===== src/rtl/pb_autorepeat_pkg.sv =====
// Shared types for the pushbutton conditioner: FSM state encoding reused by other button logic.
package pb_autorepeat_pkg;

  localparam int unsigned STATE_W = 2;

  typedef enum logic [STATE_W-1:0] {
    IDLE   = 2'd0,
    HOLD   = 2'd1,
    REPEAT = 2'd2
  } state_t;

endpackage


===== src/rtl/pb_autorepeat_if.sv =====
// Button-side bundle: raw pin and repeat enable in, conditioned level and strobes out.
interface pb_autorepeat_if;

  logic PB;
  logic EN;
  logic PB_state;
  logic PB_down;
  logic PB_up;
  logic PB_rep;
  logic PB_evt;

  modport master (
    output PB, EN,
    input  PB_state, PB_down, PB_up, PB_rep, PB_evt
  );

  modport slave (
    input  PB, EN,
    output PB_state, PB_down, PB_up, PB_rep, PB_evt
  );

endinterface


===== src/rtl/pb_sync.sv =====
// Two-flop synchroniser for an asynchronous input; both stages reset to RST_VAL.
module pb_sync #(
  parameter logic RST_VAL = 1'b1
) (
  input  logic clk,
  input  logic rst,
  input  logic d,
  output logic q
);

  logic meta;

  always_ff @(posedge clk or posedge rst) begin
    if (rst) begin
      meta <= RST_VAL;
      q    <= RST_VAL;
    end else begin
      meta <= d;
      q    <= meta;
    end
  end

endmodule


===== src/rtl/pb_autorepeat.sv =====
// Pushbutton conditioner: synchronise, debounce, then emit press/release/auto-repeat strobes.
module pb_autorepeat
  import pb_autorepeat_pkg::*;
#(
  parameter int unsigned DB_CYC   = 50000,
  parameter int unsigned HOLD_CYC = 6000000,
  parameter int unsigned REP_CYC  = 1200000,
  parameter int unsigned CNT_W    = 24
) (
  input  logic           CLK,
  input  logic           RST,
  pb_autorepeat_if.slave bus
);

  localparam logic [CNT_W-1:0] DB_LAST   = CNT_W'(DB_CYC - 1);
  localparam logic [CNT_W-1:0] HOLD_LAST = CNT_W'(HOLD_CYC - 1);
  localparam logic [CNT_W-1:0] REP_LAST  = CNT_W'(REP_CYC - 1);
  localparam logic [CNT_W-1:0] CNT_ONE   = CNT_W'(1);

  logic             sync_n;
  logic             raw;
  logic             mismatch;
  logic             db_done;
  logic             rise_c;
  logic             fall_c;
  logic [CNT_W-1:0] db_cnt;
  logic             pb_state;

  state_t           state;
  state_t           state_next;
  logic [CNT_W-1:0] rc;
  logic [CNT_W-1:0] rc_next;
  logic             down_c;
  logic             up_c;
  logic             rep_c;
  logic             down_q;
  logic             up_q;
  logic             rep_q;
  logic             evt_q;

  // Released level is 1 on the active-low pin, so the synchroniser resets high.
  pb_sync #(.RST_VAL(1'b1)) u_sync (
    .clk (CLK),
    .rst (RST),
    .d   (bus.PB),
    .q   (sync_n)
  );

  assign raw      = ~sync_n;
  assign mismatch = (raw != pb_state);
  assign db_done  = mismatch && (db_cnt == DB_LAST);
  assign rise_c   = db_done && !pb_state;
  assign fall_c   = db_done &&  pb_state;

  // Debouncer: the level follows raw only after DB_CYC consecutive mismatching cycles.
  always_ff @(posedge CLK or posedge RST) begin
    if (RST) begin
      db_cnt   <= '0;
      pb_state <= 1'b0;
    end else begin
      if (!mismatch || db_done) db_cnt <= '0;
      else                      db_cnt <= db_cnt + CNT_ONE;
      if (db_done) pb_state <= ~pb_state;
    end
  end

  always_ff @(posedge CLK or posedge RST) begin
    if (RST) state <= IDLE;
    else     state <= state_next;
  end

  always_comb begin
    state_next = state;
    case (state)
      IDLE:    if (rise_c) state_next = HOLD;
      HOLD: begin
        if (fall_c)                             state_next = IDLE;
        else if ((rc == HOLD_LAST) && bus.EN)   state_next = REPEAT;
      end
      REPEAT:  if (fall_c) state_next = IDLE;
      default: state_next = IDLE;
    endcase
  end

  // Release takes priority over a due repeat, so the two never strobe together.
  always_comb begin
    down_c  = 1'b0;
    up_c    = 1'b0;
    rep_c   = 1'b0;
    rc_next = rc;
    case (state)
      IDLE: begin
        if (rise_c) begin
          down_c  = 1'b1;
          rc_next = '0;
        end
      end
      HOLD: begin
        if (fall_c) begin
          up_c    = 1'b1;
          rc_next = '0;
        end else if (rc == HOLD_LAST) begin
          if (bus.EN) begin
            rep_c   = 1'b1;
            rc_next = '0;
          end
        end else begin
          rc_next = rc + CNT_ONE;
        end
      end
      REPEAT: begin
        if (fall_c) begin
          up_c    = 1'b1;
          rc_next = '0;
        end else if (bus.EN) begin
          if (rc == REP_LAST) begin
            rep_c   = 1'b1;
            rc_next = '0;
          end else begin
            rc_next = rc + CNT_ONE;
          end
        end
      end
      default: rc_next = '0;
    endcase
  end

  always_ff @(posedge CLK or posedge RST) begin
    if (RST) begin
      rc     <= '0;
      down_q <= 1'b0;
      up_q   <= 1'b0;
      rep_q  <= 1'b0;
      evt_q  <= 1'b0;
    end else begin
      rc     <= rc_next;
      down_q <= down_c;
      up_q   <= up_c;
      rep_q  <= rep_c;
      evt_q  <= down_c | rep_c;
    end
  end

  assign bus.PB_state = pb_state;
  assign bus.PB_down  = down_q;
  assign bus.PB_up    = up_q;
  assign bus.PB_rep   = rep_q;
  assign bus.PB_evt   = evt_q;

endmodule


===== src/flat_wrapper.sv =====
// flat-port wrapper written by rule: the top's interface ports become plain ports
module pb_autorepeat_flat import pb_autorepeat_pkg::*;
#(
  parameter int unsigned DB_CYC   = 50000,
  parameter int unsigned HOLD_CYC = 6000000,
  parameter int unsigned REP_CYC  = 1200000,
  parameter int unsigned CNT_W    = 24
)
  (CLK, RST, bus_PB, bus_EN, bus_PB_state, bus_PB_down, bus_PB_up, bus_PB_rep, bus_PB_evt);
  pb_autorepeat_if bus_i ();
  input  logic CLK;
  input  logic RST;
  input wire logic [$bits(bus_i.PB)-1:0] bus_PB;
  input wire logic [$bits(bus_i.EN)-1:0] bus_EN;
  output wire logic [$bits(bus_i.PB_state)-1:0] bus_PB_state;
  output wire logic [$bits(bus_i.PB_down)-1:0] bus_PB_down;
  output wire logic [$bits(bus_i.PB_up)-1:0] bus_PB_up;
  output wire logic [$bits(bus_i.PB_rep)-1:0] bus_PB_rep;
  output wire logic [$bits(bus_i.PB_evt)-1:0] bus_PB_evt;
  assign bus_i.PB = bus_PB;
  assign bus_i.EN = bus_EN;
  assign bus_PB_state = bus_i.PB_state;
  assign bus_PB_down = bus_i.PB_down;
  assign bus_PB_up = bus_i.PB_up;
  assign bus_PB_rep = bus_i.PB_rep;
  assign bus_PB_evt = bus_i.PB_evt;
  pb_autorepeat #(.DB_CYC(DB_CYC), .HOLD_CYC(HOLD_CYC), .REP_CYC(REP_CYC), .CNT_W(CNT_W)) u_core (.CLK(CLK), .RST(RST), .bus(bus_i));
endmodule

===== config.mk =====
export PLATFORM = sky130hd
export DESIGN_NAME = pb_autorepeat_flat
export DESIGN_NICKNAME = d
export VERILOG_FILES = /design/src/rtl/pb_autorepeat_pkg.sv /design/src/rtl/pb_autorepeat_if.sv /design/src/rtl/pb_sync.sv /design/src/rtl/pb_autorepeat.sv /design/src/flat_wrapper.sv
export SDC_FILE = /design/constraint.sdc
export NUM_CORES = 1
export LEC_CHECK = 0
export ABC_AREA = 1
export CORE_AREA = 3 3 84 86
export DETAILED_ROUTE_END_ITERATION = 6
export DIE_AREA = 0 0 87 89
export DONT_BUFFER_PORTS = 1
export MAX_ROUTING_LAYER = met4
export PLACE_DENSITY = 0.8
export REMOVE_ABC_BUFFERS = 1
export SYNTH_ARGS = -nofsm -noshare
export SYNTH_HDL_FRONTEND = slang
export SYNTH_SLANG_ARGS = --single-unit

===== constraint.sdc =====
create_clock -name CLK -period 4.2 [get_ports CLK]
set_input_delay 0.21 -clock CLK [delete_from_list [all_inputs] [get_ports CLK]]
set_output_delay 0.21 -clock CLK [all_outputs]
set_load 0.03 [all_outputs]

; ---- Word level (Yosys, flattened, before mapping)
; Index checks and enable logic that the tools add are counted.
[totals]
wordCells = 62
input_bits = 4
reg_bits = 57
out_inout_bits = 5
[op_classes]
n_reduce_logical = 11
n_bitwise = 3
eq_ne = 11
mux = 25
addsub = 2
[ops]
columns = op, count
row1 = two-way mux 24 bit, 8
row2 = one-hot mux 24 bit (3 select lines), 1
row3 = adder 24 x 1 -> 24 bit (second input constant), 2
row4 = == test 24 x 16 -> 1 bit (second input constant), 1
row5 = == test 24 x 21 -> 1 bit (second input constant), 1
row6 = == test 24 x 23 -> 1 bit (second input constant), 1
row7 = two-way mux 1 bit, 10
row8 = two-way mux 2 bit, 4
row9 = one-hot mux 2 bit (3 select lines), 1
row10 = AND reduction 3 bit, 2
row11 = logical AND 1 bit, 4
row12 = != test 2 x 1 -> 1 bit (second input constant), 2
row13 = != test 4 x 3 -> 1 bit (second input constant), 1
row14 = != test 3 x 1 -> 1 bit (second input constant), 1
row15 = != test 3 x 2 -> 1 bit (second input constant), 1
row16 = == test 2 x 1 -> 1 bit (second input constant), 1
row17 = == test 2 bit (second input constant), 1
row18 = zero test 1 bit, 2
row19 = zero test 2 bit, 1
row20 = NOT 1 bit, 2
row21 = one-hot mux 1 bit (2 select lines), 1
row22 = OR reduction 2 bit, 1
row23 = logical OR 1 bit, 1
row24 = != test 1 bit, 1
row25 = bitwise OR 1 bit, 1

; ---- Depth between registers and ports, before layout
[depth]
ltp_word = 7
depth_mapped = 12
ltp_nobuf = 11

; ---- By module
; A second synthesis with hierarchy kept.
[hier_totals]
cells_unflattened = 594
hier_area_um2 = 3891.2
[modules_own_cells]
columns = module, cells_per_inst, seq_area_each_um2, instances, area_each_um2
row1 = pb_autorepeat, 591, 1376.3, 1, 3834.9
row2 = pb_sync, 3, 52.6, 1, 56.3

; ---- Worst setup path after synthesis
; Ideal clock, no wire load.
[synth_timing]
kind = register -> register
start = register u_core.db_cnt[0]
end = register u_core.rc[0]
path_buffers = 1
setup_time_ps = 119
setup_slack_ps = 2474
t_arrival_ps = 1607
period_less_slack_ps = 1726
path_stages_with_launch = 10
required_time_ps = 4081
cell_sequence = dfrtp_1 -> ha_1 -> nand3_1 -> nor2_2 -> nand3_2 -> o21ai_2 -> nand2_4 -> buf_2 -> o21ai_1 -> nand2_1
[synth_between]
elab_chain_cells = 5
word_cells_on_any_way = 11
classes_between = eq/ne (4) / mux (3) / reduce/logical (4)
[synth_lines]
columns = item, line_no
row1 = from (decl), pb_autorepeat.sv:26  ; logic [CNT_W-1:0] db_cnt;
row2 = from (signal assigned), pb_autorepeat.sv:62  ; else db_cnt <= db_cnt + CNT_ONE;
row3 = == test 24 x 16 -> 1 bit (*), pb_autorepeat.sv:51  ; assign db_done = mismatch && (db_cnt == DB_LAST);
row4 = logical AND 1 bit (*), pb_autorepeat.sv:51
row5 = "logical AND 1 bit, on equally long branches", "pb_autorepeat.sv:53, pb_autorepeat.sv:52"
row6 = != test 4 x 3 -> 1 bit (no line) (tied with other cells), --
row7 = AND reduction 3 bit (no line) / one-hot mux 24 bit (3 select lines) (equally long branches), --
row8 = to (signal assigned), pb_autorepeat.sv:136  ; rc <= rc_next;
row9 = to (decl), pb_autorepeat.sv:31  ; logic [CNT_W-1:0] rc;
; Mark *: on every way between the ends. The rest lies on a longest branch, timed or not.
; A chain may end at the register's enable or synchronous reset.

; ---- Worst setup path in the final report
[layout_timing]
start = register u_core.db_cnt[0]
end = register u_core.rc[8]
; The elaborated chain is that of the path after synthesis.

==> flow_metrics.tcl <==
set metrics [dict create \
    outcome "finished clean" \
    first_global_vias 3553 \
    cts_buffers 9 \
    dr.pass1.iters 5 \
    clk-insertion-delay-late_ns 0.35 \
    finalPower_w 0.00124 \
    cp.arrival_ns 2.69 \
    crit_path_max_incr_delay_ns 0.79 \
    peakVddDrop_v 0.000207 \
    async_flop_share 1.00 \
    synthXorXnorAreaFrac 0.00914 \
    rsz0062_at_grt "false" \
    drt_iter0_drc 255 \
    grt_pass1_wl_um 16100 \
    grt_max_degree 58 \
    synth_top_family_by_area "simple AND/OR/NAND/NOR gates" \
    cp-start-kind "register" \
    fin_crit_ns 2.45 \
    num_vias 3624 \
    use_met3 0.0488 \
    clkSlewWorstSetupHoldPaths_ns 0.08 \
    syn-cell-area_um2 3830 \
    dpl_worst_slack_ns 1.85 \
    yosys.area.top_type "dfrtp_1" \
    hold_viol 0 \
    dp_hpwl_um 6310 \
    layout_commonest_cell "nand2_1" \
    cts_tree "built" \
    die_h_um 89 \
    cts_num_sinks 57 \
    overflow 0 \
    area_growth_pct 6.82 \
    cp_cell_sequence "ha_1, nand3_1, nor2_2, nand4_4, nand3_1, a21oi_1, nand2_1, nand2_1" \
    grt_util_all_layers 0.271 \
    antenna_found_initial 0 \
    max_freq_mhz 408 \
    tightest_slew_ns 0.993 \
    power.leakage_nw 1.79 \
    yosys.area_share.simple 0.398 \
    synth_edf_count 0 \
    seq_area_frac_synth 0.373 \
    drive_gt1_frac 0.0775 \
    syn_avg_cell_area_um2 6.78 \
    layout_common_cells "161 x nand2_1, 81 x nor2_1, 55 x dfrtp_1, 52 x inv_1, 41 x nand3_1" \
    initial_core_util 0.604 \
    postCtsSetupRepairBufs 0 \
    crit_required_ns 4.44 \
    antenna_left 0 \
    endpoint_kind "register" \
    setup_tns_ns 0 \
    slew_viol_final 0 \
    place_congestion 0.950 \
    finalClockSkew_ns 0.00617 \
    hp-class "in -> reg" \
    grt_util_met2 0.447 \
    ys_warn_count 0 \
    crit_path_max_fanout 24 \
    power.density_nw_per_um2 302 \
    synthTopCellsByArea "dfrtp_1 36%, nand2_1 16%, nor2_1 7.9%" \
    synth_top_area_frac 0.359 \
    num-nets-final 572 \
    crit_slowest_cell "nand3_1" \
    max-cap-violations 0 \
    syn-instance-count 566 \
    synth.mux.area_fraction 0 \
    layout_setup_ws_ns 1.75 \
    synthAdderAreaFrac 0.0163 \
    busiest_layer "met2" \
    synthFlopType "dfrtp_1" \
    slew_headroom 0.336 \
    core_area_um2 6350 \
    synth_cell_types 38 \
    synth_compound_area_frac 0.121 \
    wl_um 9220 \
    rows 29 \
    path_class "reg -> reg" \
    globalRouteMet1Util 0.318 \
    die-area_um2 7740 \
    drt-vias-per-instance 5.62 \
    boundaryPins 9 \
    numPortBuffers 0 \
    diodes 0 \
    cts_max_level 3 \
    drc_errors 0 \
    setup_viol 0 \
    clockRootBuffer "clkbuf_8" \
    cts.path.max_buffers 2 \
    wl_per_cell_um 14.3 \
    synth-seq-cells 57 \
    die_x_um 87 \
    min_period_over_period 0.584 \
]
through the flow:
| step | hold WS [ns] | cell area (um^2) | instances | utilization |
|---|---|---|---|---|
| after floorplan | 0.214 | 3720 | 549 | - |
| after detailed placement | 0.215 | 3830 | 627 | 0.603 |
| after global routing | 0.164 | 4100 | 645 | 0.645 |
| after CTS | 0.140 | 4100 | 645 | 0.645 |
| final | 0.144 | 4100 | 645 | 0.645 |
| after global placement | 0.215 | 3830 | 627 | 0.603 |
critical path, delay by kind of cell, from the launching register on:
family / cells / cell delay (ns)
AO/OA/AOI/OAI: 1 / 0.16
adder cells (fa/ha/maj): 1 / 0.20
flip-flops: 1 / 0.37
AND/OR/NAND/NOR: 6 / 1.60
Yosys cell counts, types with 2 or more instances:
cell	instances
a21oi_1	39
a31oi_1	2
buf_2	6
buf_4	2
buf_6	4
clkbuf_1	3
clkbuf_2	2
dfrtp_1	55
dfstp_2	2
ha_1	5
inv_1	53
nand2_1	161
nand2_2	5
nand3_1	41
nand3_2	3
nand3b_1	2
nand4_1	12
nor2_1	81
nor2_2	2
nor2_4	5
nor2_8	2
nor3_1	14
nor4_1	2
o21ai_0	31
o21ai_1	14
o21bai_1	2
or2_2	3
xnor2_1	2
xor2_1	2
per-layer routing:
| metal | part of all wire | routed length, um |
|---|---|---|
| met3 | 0.052 | 478 |
| met4 | 0.029 | 267 |
| met5 | 0 | 0 |
| met1 | 0.43 | 3930 |
| met2 | 0.49 | 4540 |
worst paths after layout:
check,start,endpoint,slack (ns),cells after the start
max in group asynchronous,RST,u_core.db_cnt[22]$_DFF_PP0_,3.22,3
hold / removal,bus_EN,u_core.bus.PB_rep$_DFF_PP0_,0.14,4
hold reg to reg,u_core.u_sync.meta$_DFF_PP1_,u_core.u_sync.q$_DFF_PP1_,0.36,0
min in group asynchronous,RST,u_core.db_cnt[1]$_DFF_PP0_,0.52,3
setup reg to reg,u_core.db_cnt[0]$_DFF_PP0_,u_core.rc[8]$_DFFE_PP0P_,1.75,8
setup / recovery,u_core.db_cnt[0]$_DFF_PP0_,u_core.rc[8]$_DFFE_PP0P_,1.75,8
timing repair:
action | in CTS | in global routing
hold buffers | 2 | 0
gates resized for setup | 0 | 0
endpoints found under the hold margin | 56 | 0
cells by family (layout without fill, tap and decap cells):
logic type / after synthesis / count (layout)
fa+ha+maj: 5 / 5
compound gates: 90 / 90
flops: 57 / 57
buf+inv: 72 / 74
xor+xnor: 4 / 4
simple gates: 338 / 338
area by class of cell:
| class | count | area [um^2] |
|---|---|---|
| Fill cell | 564 | 2250 |
| Multi-Input combinational cell | 437 | 2090 |
| Sequential cell | 57 | 1430 |
| Inverter | 55 | 206 |
| Clock inverter | 7 | 125 |
| Clock buffer | 9 | 124 |
| Tap cell | 77 | 96.3 |
| Timing Repair Buffer | 3 | 27.5 |
sequential cells by signal, summed over array words and instances (netlist names):
name and cells:
u_core.bus.PB_up 1, u_core.bus.PB_rep 1, u_core.bus.PB_evt 1, u_core.bus.PB_state 1, u_core.state 2, u_core.db_cnt 24
u_core.u_sync.q 1, u_core.u_sync.meta 1, u_core.rc 24, u_core.bus.PB_down 1
report_power, final:
part | switching [W] | internal [W] | leakage [nW]
combinational | 0.0000179 | 0.00000473 | 0.881
sequential | 0.00000238 | 0.000552 | 0.787
clock | 0.000258 | 0.000400 | 0.124
Power figures use the tool's default switching activity.
